==> src/rtl/mc_controller_p_if.sv <==
// Control bundle between the multi-cycle controller and its datapath/memory.
// master = controller side, slave = datapath side.
interface mc_controller_p_if #(
  parameter int OPC_W = 4
);
  logic [OPC_W-1:0] opcode;
  logic             jump_taken;
  logic             mem_ack;
  logic             ld_PC;
  logic             ld_IR;
  logic             ld_DI;
  logic             ld_TR;
  logic             ld_ALU;
  logic             ld_CZN;
  logic             write_en_rf;
  logic             sel_PC_src_jump;
  logic             sel_MEM_src;
  logic [1:0]       sel_RF_src;
  logic             MEM_read;
  logic             MEM_write;
  logic             busy;
  logic             error;
  logic [3:0]       state;

  modport master (
    input  opcode, jump_taken, mem_ack,
    output ld_PC, ld_IR, ld_DI, ld_TR,
    output ld_ALU, ld_CZN, write_en_rf,
    output sel_PC_src_jump, sel_MEM_src,
    output sel_RF_src, MEM_read, MEM_write,
    output busy, error, state
  );

  modport slave (
    output opcode, jump_taken, mem_ack,
    input  ld_PC, ld_IR, ld_DI, ld_TR,
    input  ld_ALU, ld_CZN, write_en_rf,
    input  sel_PC_src_jump, sel_MEM_src,
    input  sel_RF_src, MEM_read, MEM_write,
    input  busy, error, state
  );
endinterface

==> src/rtl/mc_controller_p.sv <==
// Multi-cycle CPU control FSM with memory-wait timeout.
// Strobes decode from state and mem_ack; ERR is absorbing until reset.
module mc_controller_p #(
  parameter int OPC_W   = 4,
  parameter int TIMEOUT = 15,
  parameter int CW      = 8
) (
  input logic         clk,
  input logic         rst,
  mc_controller_p_if.master bus
);

  typedef enum logic [3:0] {
    S_IF      = 4'd0,
    S_DEC     = 4'd1,
    S_LDI_MEM = 4'd2,
    S_LDI_WB  = 4'd3,
    S_STI_MEM = 4'd4,
    S_MVR     = 4'd5,
    S_ALU_EX  = 4'd6,
    S_ALU_WB  = 4'd7,
    S_JMP     = 4'd8,
    S_ERR     = 4'd15
  } state_e;

  state_e        state_q, state_d;
  logic [CW-1:0] cnt_q, cnt_d;
  logic [3:0]    op4;
  logic          ack;
  logic          mem_st;
  logic          to_hit;

  assign op4    = bus.opcode[OPC_W-1 -: 4];
  assign ack    = bus.mem_ack;
  assign mem_st = (state_q == S_IF) ||
                  (state_q == S_LDI_MEM) ||
                  (state_q == S_STI_MEM);
  assign to_hit = (cnt_q == CW'(TIMEOUT - 1));

  always_comb begin
    state_d = state_q;
    case (state_q)
      S_IF: begin
        if (ack)         state_d = S_DEC;
        else if (to_hit) state_d = S_ERR;
      end
      S_DEC: begin
        unique case (1'b1)
          op4[3:1] == 3'b000: state_d = S_LDI_MEM;
          op4[3:1] == 3'b001: state_d = S_STI_MEM;
          op4[3:2] == 2'b01:
            state_d = bus.jump_taken ? S_JMP : S_IF;
          op4 == 4'b1000:     state_d = S_MVR;
          default:            state_d = S_ALU_EX;
        endcase
      end
      S_LDI_MEM: begin
        if (ack)         state_d = S_LDI_WB;
        else if (to_hit) state_d = S_ERR;
      end
      S_STI_MEM: begin
        if (ack)         state_d = S_IF;
        else if (to_hit) state_d = S_ERR;
      end
      S_LDI_WB: state_d = S_IF;
      S_MVR:    state_d = S_IF;
      S_ALU_EX: state_d = S_ALU_WB;
      S_ALU_WB: state_d = S_IF;
      S_JMP:    state_d = S_IF;
      S_ERR:    state_d = S_ERR;
      default:  state_d = S_IF;
    endcase
  end

  // Counter restarts on every state change, so each request gets a full window.
  always_comb begin
    cnt_d = cnt_q;
    if (state_d != state_q)  cnt_d = '0;
    else if (mem_st && !ack) cnt_d = cnt_q + CW'(1);
  end

  always_ff @(posedge clk or posedge rst) begin
    if (rst) begin
      state_q <= S_IF;
      cnt_q   <= '0;
    end else begin
      state_q <= state_d;
      cnt_q   <= cnt_d;
    end
  end

  always_comb begin
    bus.ld_PC           = 1'b0;
    bus.ld_IR           = 1'b0;
    bus.ld_DI           = 1'b0;
    bus.ld_TR           = 1'b0;
    bus.ld_ALU          = 1'b0;
    bus.ld_CZN          = 1'b0;
    bus.write_en_rf     = 1'b0;
    bus.sel_PC_src_jump = 1'b0;
    bus.sel_MEM_src     = 1'b0;
    bus.sel_RF_src      = 2'd0;
    bus.MEM_read        = 1'b0;
    bus.MEM_write       = 1'b0;
    case (state_q)
      S_IF: begin
        bus.MEM_read = 1'b1;
        bus.ld_IR    = ack;
        bus.ld_PC    = ack;
      end
      S_DEC: bus.ld_TR = 1'b1;
      S_LDI_MEM: begin
        bus.MEM_read    = 1'b1;
        bus.sel_MEM_src = 1'b1;
        bus.ld_DI       = ack;
      end
      S_LDI_WB: begin
        bus.write_en_rf = 1'b1;
        bus.sel_RF_src  = 2'd1;
        bus.ld_CZN      = 1'b1;
      end
      S_STI_MEM: begin
        bus.MEM_write   = 1'b1;
        bus.sel_MEM_src = 1'b1;
      end
      S_MVR: begin
        bus.write_en_rf = 1'b1;
        bus.sel_RF_src  = 2'd2;
        bus.ld_CZN      = 1'b1;
      end
      S_ALU_EX: bus.ld_ALU = 1'b1;
      S_ALU_WB: begin
        bus.write_en_rf = 1'b1;
        bus.ld_CZN      = 1'b1;
      end
      S_JMP: begin
        bus.ld_PC           = 1'b1;
        bus.sel_PC_src_jump = 1'b1;
      end
      default: ;
    endcase
  end

  assign bus.busy  = (state_q != S_IF);
  assign bus.error = (state_q == S_ERR);
  assign bus.state = state_q;

endmodule

==> src/flat_wrapper.sv <==
// flat-port wrapper written by rule: the top's interface ports become plain ports
module mc_controller_p_flat 
#(
  parameter int OPC_W   = 4,
  parameter int TIMEOUT = 15,
  parameter int CW      = 8
)
  (clk, rst, bus_opcode, bus_jump_taken, bus_mem_ack, bus_ld_PC, bus_ld_IR, bus_ld_DI, bus_ld_TR, bus_ld_ALU, bus_ld_CZN, bus_write_en_rf, bus_sel_PC_src_jump, bus_sel_MEM_src, bus_sel_RF_src, bus_MEM_read, bus_MEM_write, bus_busy, bus_error, bus_state);
  mc_controller_p_if #(.OPC_W(OPC_W)) bus_i ();
  input logic clk;
  input logic rst;
  input wire logic [$bits(bus_i.opcode)-1:0] bus_opcode;
  input wire logic [$bits(bus_i.jump_taken)-1:0] bus_jump_taken;
  input wire logic [$bits(bus_i.mem_ack)-1:0] bus_mem_ack;
  output wire logic [$bits(bus_i.ld_PC)-1:0] bus_ld_PC;
  output wire logic [$bits(bus_i.ld_IR)-1:0] bus_ld_IR;
  output wire logic [$bits(bus_i.ld_DI)-1:0] bus_ld_DI;
  output wire logic [$bits(bus_i.ld_TR)-1:0] bus_ld_TR;
  output wire logic [$bits(bus_i.ld_ALU)-1:0] bus_ld_ALU;
  output wire logic [$bits(bus_i.ld_CZN)-1:0] bus_ld_CZN;
  output wire logic [$bits(bus_i.write_en_rf)-1:0] bus_write_en_rf;
  output wire logic [$bits(bus_i.sel_PC_src_jump)-1:0] bus_sel_PC_src_jump;
  output wire logic [$bits(bus_i.sel_MEM_src)-1:0] bus_sel_MEM_src;
  output wire logic [$bits(bus_i.sel_RF_src)-1:0] bus_sel_RF_src;
  output wire logic [$bits(bus_i.MEM_read)-1:0] bus_MEM_read;
  output wire logic [$bits(bus_i.MEM_write)-1:0] bus_MEM_write;
  output wire logic [$bits(bus_i.busy)-1:0] bus_busy;
  output wire logic [$bits(bus_i.error)-1:0] bus_error;
  output wire logic [$bits(bus_i.state)-1:0] bus_state;
  assign bus_i.opcode = bus_opcode;
  assign bus_i.jump_taken = bus_jump_taken;
  assign bus_i.mem_ack = bus_mem_ack;
  assign bus_ld_PC = bus_i.ld_PC;
  assign bus_ld_IR = bus_i.ld_IR;
  assign bus_ld_DI = bus_i.ld_DI;
  assign bus_ld_TR = bus_i.ld_TR;
  assign bus_ld_ALU = bus_i.ld_ALU;
  assign bus_ld_CZN = bus_i.ld_CZN;
  assign bus_write_en_rf = bus_i.write_en_rf;
  assign bus_sel_PC_src_jump = bus_i.sel_PC_src_jump;
  assign bus_sel_MEM_src = bus_i.sel_MEM_src;
  assign bus_sel_RF_src = bus_i.sel_RF_src;
  assign bus_MEM_read = bus_i.MEM_read;
  assign bus_MEM_write = bus_i.MEM_write;
  assign bus_busy = bus_i.busy;
  assign bus_error = bus_i.error;
  assign bus_state = bus_i.state;
  mc_controller_p #(.OPC_W(OPC_W), .TIMEOUT(TIMEOUT), .CW(CW)) u_core (.clk(clk), .rst(rst), .bus(bus_i));
endmodule
==> config.mk <==
export PLATFORM = sky130hd
export DESIGN_NAME = mc_controller_p_flat
export DESIGN_NICKNAME = d
export VERILOG_FILES = /design/src/rtl/mc_controller_p_if.sv /design/src/rtl/mc_controller_p.sv /design/src/flat_wrapper.sv
export SDC_FILE = /design/constraint.sdc
export NUM_CORES = 1
export LEC_CHECK = 0
export BUFFER_PORTS_ARGS = -buffer_cell sky130_fd_sc_hd__buf_2
export CORE_AREA = 2 2 45 47
export DETAILED_ROUTE_END_ITERATION = 10
export DIE_AREA = 0 0 47 49
export PLACE_DENSITY_LB_ADDON = 0.05
export RECOVER_POWER = 100
export SYNTH_ARGS = -nofsm -noshare
export SYNTH_HDL_FRONTEND = slang
export SYNTH_SLANG_ARGS = --single-unit
==> constraint.sdc <==
create_clock -name clk -period 4.35 [get_ports clk]
set_clock_uncertainty 0.05 [all_clocks]
set_input_delay 0.87 -clock clk [delete_from_list [all_inputs] [get_ports clk]]
set_output_delay 0.87 -clock clk [all_outputs]
set_load 0.005 [all_outputs]
==> results.py, run 1 <==
metrics = {
    "run_status": {
        "status": "complete, no violations",
    },
    "pwr": {
        "p_clk_frac": 0.171,
        "power_mw": 0.523,
        "power_frac_comb": 0.473,
        "p_sw_mw": 0.234,
        "switching_share": 0.446,
        "leakage_nw": 0.457,
        "cellPowerDensity_nw_per_um2": 495,
        "intPower_mw": 0.290,
        "pwr-share-seq": 0.356,
        "peakVddDrop_mv": 0.310,
    },
    "logic_synthesis": {
        "synth_nets": 114,
        "synthArstFlopShare": 1.00,
        "synth-seq-cells": 12,
        "syn-instance-count": 104,
        "syn_area_per_cell_um2": 9.23,
        "yosysWarnings": 0,
        "syn-cell-area_um2": 960,
        "synthFlopType": "dfrtp_1",
        "synth_edf_count": 0,
        "yosysSeqAreaShare": 0.313,
        "ys_types": 40,
    },
    "layout": {
        "area_delta_synth_final_pct": 10.2,
        "multi_input_area_um2": 556,
        "fin_nets": 140,
        "stdcell_count": 156,
        "ff_latch_area_um2": 300,
        "fillers": 196,
        "final_area_um2": 1060,
        "n_antenna_cell": 0,
        "drive_above_1_share": 0.209,
    },
    "worst_setup_path": {
        "crit_slowest_cell": "o211ai_1",
        "arrival_ps": 2890,
        "crit_path_max_fanout": 11,
        "start_kind": "input pin",
        "end_kind": "register",
        "critPathMaxStageDelay_ps": 550,
        "crit_chain": "clkbuf_1, a2111oi_0, clkbuf_1, and4bb_1, nor3_1, o211ai_1, a2111oi_0",
        "worstPathRequired_ps": 4420,
        "crit_type": "in2reg",
    },
    "clock_tree": {
        "hold_buffers": 0,
        "cts_sinks": 12,
        "clockBufferDepth": 2,
        "cts_tree": "yes",
        "cts_buffers": 3,
        "ctsHtreeMaxLevel": 1,
        "post_cts_buffers": 0,
        "worstSkewPairLatency_ps": 280,
        "path_clk_slew_ps": 70,
        "root_buffer": "clkbuf_4",
        "ctsResizeCount": 0,
    },
    "global_route": {
        "grt_max_degree": 17,
        "grt_overflow": 0,
        "grt_pass1_wl_mm": 3.46,
        "antenna_found_initial": 0,
        "track_usage": 0.205,
        "grt_pass1_vias": 834,
    },
    "place": {
        "detailed_place_hpwl_mm": 1.59,
        "dpl_cell_area_um2": 1090,
        "portBuffers": 26,
        "dpl_worst_slack_ps": 1770,
        "placed_cells": 152,
        "place.gp.congestion": 0.788,
    },
    "sta": {
        "final.period_utilization": 0.648,
        "setup_viol": 0,
        "slew_viol_final": 0,
        "min_period_ps": 2820,
        "grt_setup_unrepaired": "no",
        "layout_setup_ws_ps": 1530,
        "slew_headroom": 0.561,
        "clock.fmax_mhz": 355,
        "fin_setup_tns_ps": 0,
        "worst_pin_slew_ps": 655,
        "finalHoldViolations": 0,
    },
    "route": {
        "firstDrtPassIters": 4,
        "drt_wl_total_mm": 2.16,
        "drc": 0,
        "via_count": 892,
        "avgRoutedWirePerCell_um": 13.8,
        "drtIter0Drc": 14,
        "antenna_left": 0,
        "vias_per_cell": 5.72,
    },
    "floorplan": {
        "coreArea_um2": 1840,
        "die-area_um2": 2300,
        "fp-row-count": 16,
        "die_w_um": 47,
        "dieHeight_um": 49,
        "initial_core_util": 0.521,
        "pin_count": 27,
    },
    "flow_run": {
        "cap_violations": 0,
    },
    "worst_hold_path": {
        "hp-class": "in2async",
    },
}
[per-layer routing]
layer,wire [um],vias to the layer above,track usage
li1,-,429,-
met1,985,428,0.249
met2,1010,28,0.336
met3,93,7,0.0148
met4,67,0,0.125
met5,0,-,0
[cell usage after synthesis, drive strengths merged, types with 4 or more instances]
master | count | area (um^2)
buf | 5 | 32.5
nor2 | 11 | 41.3
nor3b | 4 | 30.0
o21ai | 5 | 25.0
xor2 | 6 | 52.6
dfrtp | 12 | 300
and3 | 4 | 25.0
nor3 | 9 | 55.1
nand2 | 6 | 22.5
inv | 4 | 15.0
[registers in the layout, summed over array words and instances (netlist names)]
name / count
u_core.cnt_q: 8
u_core.bus.state: 4
[cell type report]
| class | instances | area share |
|---|---|---|
| flip-flops and latches | 12 | 0.284 |
| multi-input cells | 82 | 0.525 |
| well taps | 27 | 0.0320 |
| repair buffers | 27 | 0.110 |
| clock buffers | 4 | 0.0343 |
| inverters | 4 | 0.0142 |
[worst paths after layout]
check	depth (start not counted)	endpoint	slack [ps]	start
max	7	u_core.cnt_q[1]	1530	bus_mem_ack
min	2	u_core.cnt_q[4]	540	rst
max reg2reg	6	u_core.cnt_q[1]	1600	u_core.bus.state[1]
min reg2reg	2	u_core.cnt_q[7]	570	u_core.cnt_q[7]
max in group asynchronous	2	u_core.cnt_q[6]	3400	rst
min in group clk	2	u_core.cnt_q[7]	570	u_core.cnt_q[7]
[power groups by stage]
stage	Sequential (mW)	Combinational (mW)	Clock, mW
4_1_cts	0.189	0.305	0.0928
5_1_grt	0.192	0.286	0.0978
2_1_floorplan	0.158	0.245	0
3_3_place_gp	0.188	0.300	0
6_report	0.186	0.247	0.0895
3_5_place_dp	0.190	0.305	0
[metrics by stage]
step | hold WS [ps] | utilization
2_1_floorplan | 479 | -
3_3_place_gp | 498 | 0.594
3_5_place_dp | 550 | 0.594
4_1_cts | 536 | 0.614
5_1_grt | 574 | 0.574
6_report | 537 | 0.574
[critical path, delay by kind of cell]
family / cells / cell delay (ps)
and+or+nand+nor: 2 / 360
AOI/OAI and AO/OA: 3 / 1150
buffers and inverters: 2 / 510
[logic make-up after synthesis]
logic type,synth area share
and+or+nand+nor,0.366
AOI/OAI and AO/OA,0.168
DFF,0.313
buffers and inverters,0.0534
xor gates and xnor gates,0.0730
adders and majority gates,0.0261
[layout by cell type, fill, tap and decap left out, drive strengths merged, types with 2 or more instances in the layout]
master / instances
and3: 4
dfrtp: 12
or3b: 2
nor3: 9
buf: 12
xnor2: 2
nand3: 2
nand4: 2
nand2: 6
or2: 3
o21ai: 5
a21oi: 3
o21a: 3
clkbuf: 19
nor4: 2
nor3b: 4
xor2: 6
nor4b: 2
nor2: 11
a2111oi: 2
ha: 2
inv: 4
(Power assumes the default switching activity.)
==> inputs of run 2 (changes only) <==
--- a/config.mk
+++ b/config.mk
@@ -6,9 +6,9 @@
 export NUM_CORES = 1
 export LEC_CHECK = 0
 export BUFFER_PORTS_ARGS = -buffer_cell sky130_fd_sc_hd__buf_2
-export CORE_AREA = 2 2 45 47
+export CORE_AREA = 2 2 49 51
 export DETAILED_ROUTE_END_ITERATION = 10
-export DIE_AREA = 0 0 47 49
+export DIE_AREA = 0 0 51 53
 export PLACE_DENSITY_LB_ADDON = 0.05
 export RECOVER_POWER = 100
 export SYNTH_ARGS = -nofsm -noshare
==> constraint.sdc (replaced) <==
create_clock -name clk -period 2.5 [get_ports clk]
set_clock_uncertainty 0.05 [all_clocks]
set_input_delay 0.5 -clock clk [delete_from_list [all_inputs] [get_ports clk]]
set_output_delay 0.5 -clock clk [all_outputs]
set_load 0.005 [all_outputs]
==> run 2 against run 1 <==
  * Global-route usage decreased by 2.2 points
  * Critical endpoint is now bus_ld_TR
  * First-iteration DRC count decreased by 14%
  * Die area is 17% higher
  * Count of clock-buffer cells in the layout unchanged
  * Sequential share of layout area down 0.88 points
  * Register-to-register slack worse by 1300 ps
  * Flip-flop and latch count unchanged
  * Non-clock buffer count grew 1
  * Clock power is 73% higher
==> results.py, run 2 (same netlist as run 1, synthesis figures left out) <==
metrics = {
    "run_status": {
        "status": "complete, no violations",
    },
    "pwr": {
        "cellPowerDensity_nw_per_um2": 867,
        "power_mw": 0.946,
        "peakVddDrop_mv": 0.449,
        "leakage_nw": 0.482,
    },
    "flow_run": {
        "cap_violations": 0,
    },
    "sta": {
        "clock.fmax_mhz": 449,
        "slew_headroom": 0.599,
        "timing.hold.ws_ps": 154,
        "final.period_utilization": 0.891,
        "slew_viol_final": 0,
        "min_period_ps": 2230,
        "fin_setup_tns_ps": 0,
        "layout_setup_ws_ps": 271,
        "worst_pin_slew_ps": 594,
        "finalHoldViolations": 0,
        "setup_viol": 0,
        "grt_setup_unrepaired": "no",
    },
    "worst_setup_path": {
        "worstPathRequired_ps": 1950,
        "start_kind": "register",
        "end_kind": "output port",
        "endpoint": "bus_ld_TR",
        "r2r_start": "u_core.bus.state[0]",
        "r2r_end": "u_core.cnt_q[1]",
        "startpoint": "u_core.bus.state[0]",
        "cp.buffers_inverters": 1,
        "r2r_cells": 5,
        "crit_chain": "nor4b_1, buf_2",
        "critPathMaxStageDelay_ps": 620,
        "crit_path_max_fanout": 16,
        "arrival_ps": 1680,
        "crit_type": "reg2out",
        "critPathTopFamily": "flip-flops",
        "crit_cells": 2,
        "rrSetupSlack_ps": 340,
        "crit_slowest_cell": "dfrtp_1",
    },
    "clock_tree": {
        "cts_tree": "yes",
        "clockBufferDepth": 2,
        "ctsResizeCount": 0,
        "worstSkewPairLatency_ps": 280,
        "path_clk_slew_ps": 80,
        "root_buffer": "clkbuf_4",
        "cts_sinks": 12,
        "hold_buffers": 0,
        "post_cts_buffers": 0,
        "ctsHtreeMaxLevel": 1,
        "cts_buffers": 3,
    },
    "layout": {
        "final_cell_mix": "15 x buf_2, 12 x dfrtp_1, 11 x nor2_1",
        "final_area_um2": 1090,
        "largest_register": "u_core.cnt_q",
        "stdcell_count": 158,
        "largest_reg_flops": 8,
        "layout_commonest_cell": "buf_2",
        "fillers": 228,
        "drive_above_1_share": 0.262,
        "final_util": 0.508,
        "n_antenna_cell": 0,
        "fin_nets": 141,
        "area_delta_synth_final_pct": 13.7,
    },
    "place": {
        "portBuffers": 26,
        "detailed_place_hpwl_mm": 1.65,
        "dpl_cell_area_um2": 1100,
        "placed_cells": 154,
        "place.gp.congestion": 0.792,
        "dpl_worst_slack_ps": 367,
    },
    "route": {
        "via_count": 881,
        "avgRoutedWirePerCell_um": 13.8,
        "drt_wl_total_mm": 2.18,
        "antenna_left": 0,
        "drc": 0,
        "vias_per_cell": 5.58,
        "drtIter0Drc": 12,
        "firstDrtPassIters": 4,
    },
    "floorplan": {
        "dieHeight_um": 53,
        "initial_core_util": 0.447,
        "pin_count": 27,
        "fp-row-count": 17,
        "die_w_um": 51,
        "coreArea_um2": 2150,
        "die-area_um2": 2700,
    },
    "global_route": {
        "grt_pass1_wl_mm": 3.65,
        "grt_overflow": 0,
        "track_usage": 0.183,
        "grt_max_degree": 17,
        "grt_pass1_vias": 813,
        "antenna_found_initial": 0,
    },
    "worst_hold_path": {
        "hp-class": "in2async",
    },
}
-- run 2: changes by cell type in the layout (fill, tap and decap cells not counted), moves of 2 or more --
| cell | before | now |
|---|---|---|
| buf_2 | 12 | 15 |
| a2111oi_0 | 2 | 0 |
| clkbuf_1 | 15 | 10 |
| buf_4 | 0 | 2 |
-- run 2: area by class of cell --
| type | count | area (um^2) | share of cell area |
|---|---|---|---|
| sequential | 12 | 300 | 0.275 |
| tap | 28 | 35.0 | 0.0321 |
| multi-input combinational | 82 | 572 | 0.524 |
| inverter | 4 | 15.0 | 0.0138 |
| clock buffer | 4 | 36.3 | 0.0333 |
| timing repair buffer | 28 | 133 | 0.122 |
-- run 2: routing by layer --
layer	GRT usage	up-vias	share of wire
met3	0.0198	7	0.035
met1	0.218	411	0.45
li1	-	438	-
met2	0.314	25	0.49
met5	0	-	0
met4	0.113	0	0.026
-- run 2: how the worst min path moves through the flow --
stage / startpoint / end / slack (ps) / cells past startpoint
3_3_place_gp: rst / u_core.bus.state[2] / 470 / 2
4_1_cts: rst / u_core.bus.state[3] / 170 / 2
6_report: rst / u_core.bus.state[3] / 150 / 2
2_1_floorplan: rst / u_core.bus.state[0] / 310 / 1
5_1_grt: rst / u_core.bus.state[2] / 200 / 2
3_5_place_dp: rst / u_core.bus.state[3] / 480 / 2
-- run 2: where the power goes --
group          internal [mW]  leakage, nW  switching (mW)  total (mW)
registers              0.228        0.163          0.0861       0.315
clock network         0.0887       0.0210          0.0667       0.155
logic                  0.219        0.297           0.257       0.476
total                  0.536        0.482           0.410       0.946
